**src/rtl/logic_unit_pipe.sv**
```systemverilog
// Single-stage registered bitwise logic unit (OR/AND/XOR/NOR) with valid/ready
// handshakes on both sides and an optional accumulator that can replace operand B.
module logic_unit_pipe #(
  parameter int               WIDTH    = 8,
  parameter logic [WIDTH-1:0] ACC_INIT = {WIDTH{1'b0}}
) (
  input  logic             clk,
  input  logic             rst,
  input  logic             in_valid,
  output logic             in_ready,
  input  logic [WIDTH-1:0] a,
  input  logic [WIDTH-1:0] b,
  input  logic [1:0]       op,
  input  logic             acc,
  input  logic             clr,
  output logic             out_valid,
  input  logic             out_ready,
  output logic [WIDTH-1:0] c,
  output logic             c_any,
  output logic [WIDTH-1:0] acc_q
);

  typedef enum logic {EMPTY = 1'b0, FULL = 1'b1} state_t;
  typedef enum logic [1:0] {OP_OR = 2'b00, OP_AND = 2'b01, OP_XOR = 2'b10, OP_NOR = 2'b11} op_t;

  state_t           state, state_next;
  logic [WIDTH-1:0] c_q;
  logic [WIDTH-1:0] acc_r;
  logic [WIDTH-1:0] operand_b;
  logic [WIDTH-1:0] result;
  logic             in_xfer;
  logic             out_xfer;

  assign out_valid = (state == FULL);
  // in_ready depends only on registered state and out_ready, never on in_valid.
  assign in_ready  = !out_valid || out_ready;
  assign in_xfer   = in_valid && in_ready;
  assign out_xfer  = out_valid && out_ready;

  assign c     = c_q;
  assign c_any = |c_q;
  assign acc_q = acc_r;

  // A clear coinciding with an accumulate uses ACC_INIT as the seed operand.
  always_comb begin
    // NOTE: every always_comb output gets a default first so no path can infer a latch.
    operand_b = b;
    if (acc) operand_b = clr ? ACC_INIT : acc_r;
  end

  always_comb begin
    result = '0;
    case (op_t'(op))
      OP_OR:   result = a | operand_b;
      OP_AND:  result = a & operand_b;
      OP_XOR:  result = a ^ operand_b;
      OP_NOR:  result = ~(a | operand_b);
      default: result = '0;
    endcase
  end

  always_comb begin
    state_next = state;
    case (state)
      EMPTY:   if (in_xfer) state_next = FULL;
      FULL:    if (out_xfer && !in_xfer) state_next = EMPTY;
      default: state_next = EMPTY;
    endcase
  end

  always_ff @(posedge clk) begin
    // NOTE: sequential state uses non-blocking assignments so all registers update together.
    if (rst) begin
      state <= EMPTY;
      c_q   <= '0;
      acc_r <= ACC_INIT;
    end else begin
      state <= state_next;
      if (in_xfer) c_q <= result;
      if (in_xfer && acc) acc_r <= result;
      else if (clr)       acc_r <= ACC_INIT;
    end
  end

endmodule

```
**config.mk**
```make
export PLATFORM = sky130hd
export DESIGN_NAME = logic_unit_pipe
export DESIGN_NICKNAME = d
export VERILOG_FILES = /design/src/rtl/logic_unit_pipe.sv
export SDC_FILE = /design/constraint.sdc
export NUM_CORES = 1
export LEC_CHECK = 0
export ABC_AREA = 0
export CORE_MARGIN = 4
export CORE_UTILIZATION = 46
export CTS_CLUSTER_DIAMETER = 120
export CTS_CLUSTER_SIZE = 40
export DETAILED_ROUTE_END_ITERATION = 16
export PLACE_DENSITY = 0.79
export SYNTH_ARGS = -nofsm -noshare
export SYNTH_HDL_FRONTEND = slang
export SYNTH_SLANG_ARGS = --single-unit
```
**constraint.sdc**
```tcl
create_clock -name clk -period 2.45 [get_ports clk]
set_input_delay 0.49 -clock clk [delete_from_list [all_inputs] [get_ports clk]]
set_output_delay 0.49 -clock clk [all_outputs]
set_load 0.05 [all_outputs]
```
; ---- Word-level counts from Yosys, hierarchy flattened
; Index checks and enable logic that the tools add are counted.
[totals]
ram_bits = 0
latchBits = 0
inputBits = 24
output_inout_bits = 19
word_cells = 27
romBits = 0
reg_bits = 17
memories = 0
[classes]
shift = 0
n_div = 0
add_sub_neg = 0
reduce_logical = 9
bitwise_logic = 5
mul = 0
eq_ne = 3
magnitude_cmp = 0
n_mux = 7
[ops]
columns = operator, count
row1 = $pmux 8 s4, 1
row2 = $mux 8, 3
row3 = $and 8x8->8, 1
row4 = $not 8->8, 1
row5 = $or 8x8->8, 1
row6 = $reduce_or 8->1, 1
row7 = $xor 8x8->8, 1
row8 = $eq 2x2->1 const B, 2
row9 = $logic_and 1x1->1, 4
row10 = $eq 2x1->1 const B, 1
row11 = $logic_not 1->1, 2
row12 = $logic_not 2->1, 1
row13 = $mux 1, 2
row14 = $pmux 1 s2, 1
row15 = $logic_or 1x1->1, 1
row16 = $not 1->1, 1

; ---- Longest topological paths before layout
; Gate-level depths: netlist of run 1.
[depth]
ltp_word = 7
mapped_depth = 8
mapped_depth_nobuf = 8

; ---- Worst setup path before layout of run 1
; Ideal clock, no wire load.
[synth_timing]
kind = input to register
startpoint = in acc
endpoint = reg acc_r[1], in the netlist acc_q[1]
required_ps = 2316
path_stages = 8
arrival_ps = 1850
setup_ps = 134
setup_slack_ps = 466
path_buffers = 1
cell_sequence = buf_2 mux2_2 inv_1 ha_1 o211ai_1 o31ai_2 a21oi_1 a211oi_1
[synth_via]
elab_chain_len = 5
elab_cells_between_ends = 8
cone_classes = mux (3) / bitwise (4) / reduce/logical (1)
[synth_rtl]
columns = element, line
row1 = start: declaration, 14  ; input logic acc,
row2 = $mux 8, 48  ; if (acc) operand_b = clr ? ACC_INIT : acc_r;
row3 = $or 8x8->8, "54, 57"
row4 = $not 8->8, 57  ; OP_NOR: result = ~(a | operand_b);
row5 = $pmux 8 s4, 53  ; case (op_t'(op))
row6 = $mux 8 *, 80  ; if (in_xfer && acc) acc_r <= result;
row7 = end signal: assignment, 80
row8 = end: declaration, 28  ; logic [WIDTH-1:0] acc_r;
; Every way passes the cells marked *; elsewhere a longest branch is shown, timed or not.
; A chain may end at the register's enable or synchronous reset.

; ---- Worst setup path after layout of run 1
[layout_timing]
startpoint = in acc
endpoint = reg acc_r[5], in the netlist acc_q[5]
; Same word-level chain as after synthesis.

==> flow_summary.toml, run 1 <==
[clock_tree]
ctsResizeCount = 0
clk_path_buf_depth = 2
clk_pin_slew_ns = 0.09
cts.sinks = 17
root_buffer = "clkbuf_4"
clk_latency_ns = 0.29
numCtsBuffers = 3
htree_levels = 1
cts_tree = "built"
post-cts-setup-buffers = 0
cts.hold.buffers_added = 0

[route]
ant_nets = 0
num_vias = 1315
drt-pass1-iter-count = 4
via_per_inst = 5.37
wl_per_cell_um = 15.0
drt_iter0_drc = 59
wl_mm = 3.69
drc = 0

[yosys]
synth_top_family_by_area = "simple AND/OR/NAND/NOR gates"
synth_xor_area_share_pct = 0
synth.cell_area_um2 = 1380
synth-simple-area-share_pct = 27.6
synth_top_flop_cell = "dfxtp_1"
synth_compound_area_share_pct = 14.9
synthAdderAreaFrac_pct = 14.5
yosys-top-cells-count = "17 x dfxtp_1, 17 x inv_1, 17 x nor2b_1, 16 x ha_1, 14 x nor2_1"
syn_inst = 167
yosysTopAreaCellShare_pct = 24.7
ys_async_sr_fraction_pct = 0
synth_edf_count = 0
synth_seq_area_share_pct = 24.7
avgSynthCellArea_um2 = 8.25
synthMuxAreaShare_pct = 9.36
synth_area_leaders = "dfxtp_1 25%, ha_1 15%, nor2b_1 7.7%"
yosys.area.top_type = "dfxtp_1"
yosysWarnings = 0
synth_fp_nets = 207
synth.distinct_cells = 26
ys_ff_latch = 17

[critical_path]
path_buf_inv = 2
cp.arrival_ns = 2.41
critPathTopFamily = "buffers and inverters"
worst_ep_required_time_ns = 2.59
path_cells = "clkdlybuf4s50_1 > buf_4 > mux2_2 > ha_1 > o211ai_1 > o31ai_1 > a21oi_1 > a211oi_1"
start_kind = "input port"
cp_slowest_stage_delay_ns = 0.51
crit_type = "input port to register"
cp_slowest_cell = "clkdlybuf4s50_1"
r2r_setup_slack_ns = 0.60
critPathCaptureType = "register"
crit_fanout = 7

[floorplan]
fp.dieW_um = 62.7
pin_count = 43
core-area_um2 = 2810
die_y_um = 62.7
die_area_um2 = 3930
rows = 19
start_util_pct = 49.1

[finish]
fin_area_um2 = 1900
final_nets = 255
drive_gt1_share_pct = 14.5
diodes = 0
area_growth_pct = 37.7

[grt]
grt_pass1_vias = 1350
antenna_found_initial = 0
grt_max_degree = 25
gr-total-overflow = 0
grt_pass1_wl_mm = 6.18
gr-usage-all-layers_pct = 18.9

[sta]
fmax_ghz = 0.441
clock_skew_ns = 0.00732
tns_ns = 0
setup_viol = 0
maxSlewViolCount = 0
final_hold_viol_count = 0
hold_ws_ns = 0.521
rsz0062_at_grt = "no"
relSlewSlack_pct = 54.5
post-route-period-util_pct = 92.5
timing.final.crit_period_ns = 2.27
worst_slew_pin_slew_ns = 0.681

[power_and_ir_drop]
pwr_density_cell_nw_per_um2 = 431
power.leakage_uw = 0.000822
ir_worst_vdd_uv = 177

[placed_design]
place.gp.congestion = 0.756
hpwl_mm = 2.99
place_area_um2 = 1870
io_buffers = 42

[run]
drv_cap = 0

[min_path]
hold_path.class = "register to register"

[run_status]
status = "complete, no violations"
worst paths after layout:
path / startpoint / endpoint / cells past startpoint
hold / removal: c[4] / c[4] / 2
setup reg to reg: acc_q[2] / acc_q[2] / 8
hold reg to reg: c[4] / c[4] / 2
setup / recovery: acc / acc_q[5] / 8
state kept, by name, indices dropped and copies added, names as in the netlist:
name,count
c,8
out_valid,1
acc_q,8
layout make-up:
class / instances / area, um^2
Inverter: 17 / 63.8
Fill cell: 253 / 908
Sequential cell: 17 / 340
Clock buffer: 4 / 26.3
Tap cell: 31 / 38.8
Timing Repair Buffer: 53 / 513
Multi-Input combinational cell: 123 / 915
metrics by stage:
stage	cells	util (%)	total power [uW]	setup slack [ns]
after detailed placement	241	66.7	674	-0.0986
after global routing	245	67.6	862	0.0383
after global placement	241	66.7	656	-0.000916
final	245	67.6	818	0.184
after CTS	245	67.6	820	0.198
after floorplan	167	-	540	0.466
metal layers:
metal	part of all wire [%]	vias to the layer above	track usage, %
met4	0.33	0	3.31
met5	0	-	0
met1	45	604	23.3
met2	51	41	34.2
met3	3.7	2	3.78
li1	-	668	-
worst reg2reg max path, stage by stage, from the launching register on:
cell	delay [ns]
dfxtp_1	0.32
nor2b_1	0.13
mux2_2	0.29
inv_1	0.07
ha_1	0.25
o211ai_1	0.25
o31ai_2	0.12
a21oi_1	0.19
a211oi_1	0.10
layout by cell type (no fill, tap or decap), drive strengths merged, types with 2 or more instances in the layout:
cell type,count
clkdlybuf4s50,41
nor2b,21
inv,17
dfxtp,17
ha,16
nor3,15
nor2,14
buf,12
nand2,8
a211oi,8
mux2,7
o21ai,6
o31ai,6
mux2i,5
a21oi,5
o211ai,4
clkbuf,4
nor4,2
nand3b,2
where the power goes:
| part | internal, uW | switching (uW) |
|---|---|---|
| sequential | 296 | 14.1 |
| clock | 63.2 | 86.2 |
| combinational | 156 | 202 |
kinds of logic after synthesis:
| group | Yosys count |
|---|---|
| AOI/OAI and AO/OA | 29 |
| DFF | 17 |
| and+or+nand+nor | 66 |
| muxes | 12 |
| buffers and inverters | 27 |
| adders and majority gates | 16 |
(Power assumes the default switching activity.)
==> inputs of run 2 (changes only) <==
Settings changed: HOLD_SLACK_MARGIN set to 0.02, SLEW_MARGIN set to 20.
==> results of run 2 <==
The final DEF is identical to that of run 1; final timing and power are the same.
==> inputs of run 3 (changes only) <==
Clock period 2.45 ns to 2.12 ns, I/O delays scaled along.
==> flow_summary.toml, run 3 (synthesis results as in run 1) <==
[critical_path]
crit_fanout = 3
critPathCaptureType = "primary output"
crit_type = "register to primary output"
cp_slowest_stage_delay_ns = 0.83
path_cells = "clkdlybuf4s50_1"
start_kind = "register"
path_buf_inv = 1
cp.arrival_ns = 1.52
cp_slowest_cell = "clkdlybuf4s50_1"
critPathTopFamily = "buffers and inverters"
worst_ep_required_time_ns = 1.70

[clock_tree]
clk_path_buf_depth = 2
numCtsBuffers = 3
clk_latency_ns = 0.29
root_buffer = "clkbuf_4"
cts_tree = "built"
htree_levels = 1
cts.hold.buffers_added = 0
post-cts-setup-buffers = 0
cts.sinks = 17
clk_pin_slew_ns = 0.10
ctsResizeCount = 5

[floorplan]
rows = 19
pin_count = 43
core-area_um2 = 2810
fp.dieW_um = 62.7
start_util_pct = 49.1
die_area_um2 = 3930
die_y_um = 62.7

[placed_design]
hpwl_mm = 2.81
io_buffers = 42
place_area_um2 = 1900
place.gp.congestion = 0.821

[grt]
grt_max_degree = 25
gr-usage-all-layers_pct = 17.9
antenna_found_initial = 0
gr-total-overflow = 0
grt_pass1_wl_mm = 5.89
grt_pass1_vias = 1311

[route]
wl_per_cell_um = 13.9
wl_mm = 3.42
drt_iter0_drc = 49
drt-pass1-iter-count = 4
ant_nets = 0
drc = 0
via_per_inst = 5.30
num_vias = 1303

[sta]
clock_skew_ns = 0.00534
maxSlewViolCount = 0
worst_slew_pin_slew_ns = 0.510
post-route-period-util_pct = 91.7
fmax_ghz = 0.514
final_hold_viol_count = 0
rsz0062_at_grt = "no"
timing.final.crit_period_ns = 1.94
relSlewSlack_pct = 65.9
setup_viol = 0

[finish]
final_cell_mix = "38 x clkdlybuf4s50_1, 17 x nor2b_1, 17 x inv_1, 17 x dfxtp_1, 16 x ha_1"
diodes = 0
fin_area_um2 = 1940
area_growth_pct = 40.5
final_nets = 256
final_util_pct = 69.0
drive_gt1_share_pct = 16.3
layout_commonest_cell = "clkdlybuf4s50_1"

[power_and_ir_drop]
ir_worst_vdd_uv = 226
pwr_density_cell_nw_per_um2 = 490
power.leakage_uw = 0.000843

[run]
drv_cap = 0

[run_status]
status = "complete, no violations"

[min_path]
hold_path.class = "register to register"
-- run 3: cell types whose count changed in the layout (fill, tap and decap cells not counted), sizes merged --
cell | before | now
clkbuf | 4 | 3
clkinv | 0 | 1
clkdlybuf4s50 | 41 | 38
buf | 12 | 13
dlygate4sd2 | 0 | 3
-- run 3: cell type report --
cell class | instances | area [um^2]
repair buffers | 54 | 542
fillers | 236 | 870
flip-flops and latches | 17 | 340
multi-input cells | 123 | 923
well taps | 31 | 38.8
inverters | 17 | 63.8
clock buffers | 3 | 22.5
clock inverters | 1 | 5.00
-- run 3: power by group --
group          internal [uW]  total (uW)  switching, uW  leakage (uW)
sequential               342         358           15.8      0.000140
clock                   70.1         175            105     0.0000177
combinational            183         415            232      0.000685
-- run 3: per-stage QoR --
step | total power, uW | setup TNS, ns | hold slack, ns | cells | setup WS [ns]
floorplan | 624 | 0 | 0.553 | 167 | 0.145
global placement | 765 | -3.81 | 0.488 | 242 | -0.331
detailed placement | 781 | -5.08 | 0.509 | 242 | -0.370
CTS | 949 | 0 | 0.524 | 246 | 0.177
global route | 999 | 0 | 0.540 | 246 | 0.0759
finish | 948 | 0 | 0.520 | 246 | 0.175
-- run 3: worst paths after layout --
kind            start   end  slack (ns)  cells after the start
min              c[4]  c[4]        0.52                      2
max reg2reg  acc_q[2]  c[2]        0.35                      9
min reg2reg      c[4]  c[4]        0.52                      2
max              c[0]  c[0]        0.18                      1
-- run 3: metal layers --
layer	routed length, um	GRT usage [%]
met1	1550	22.1
met2	1650	30.6
met3	186	5.04
met4	36	4.13
met5	0	0
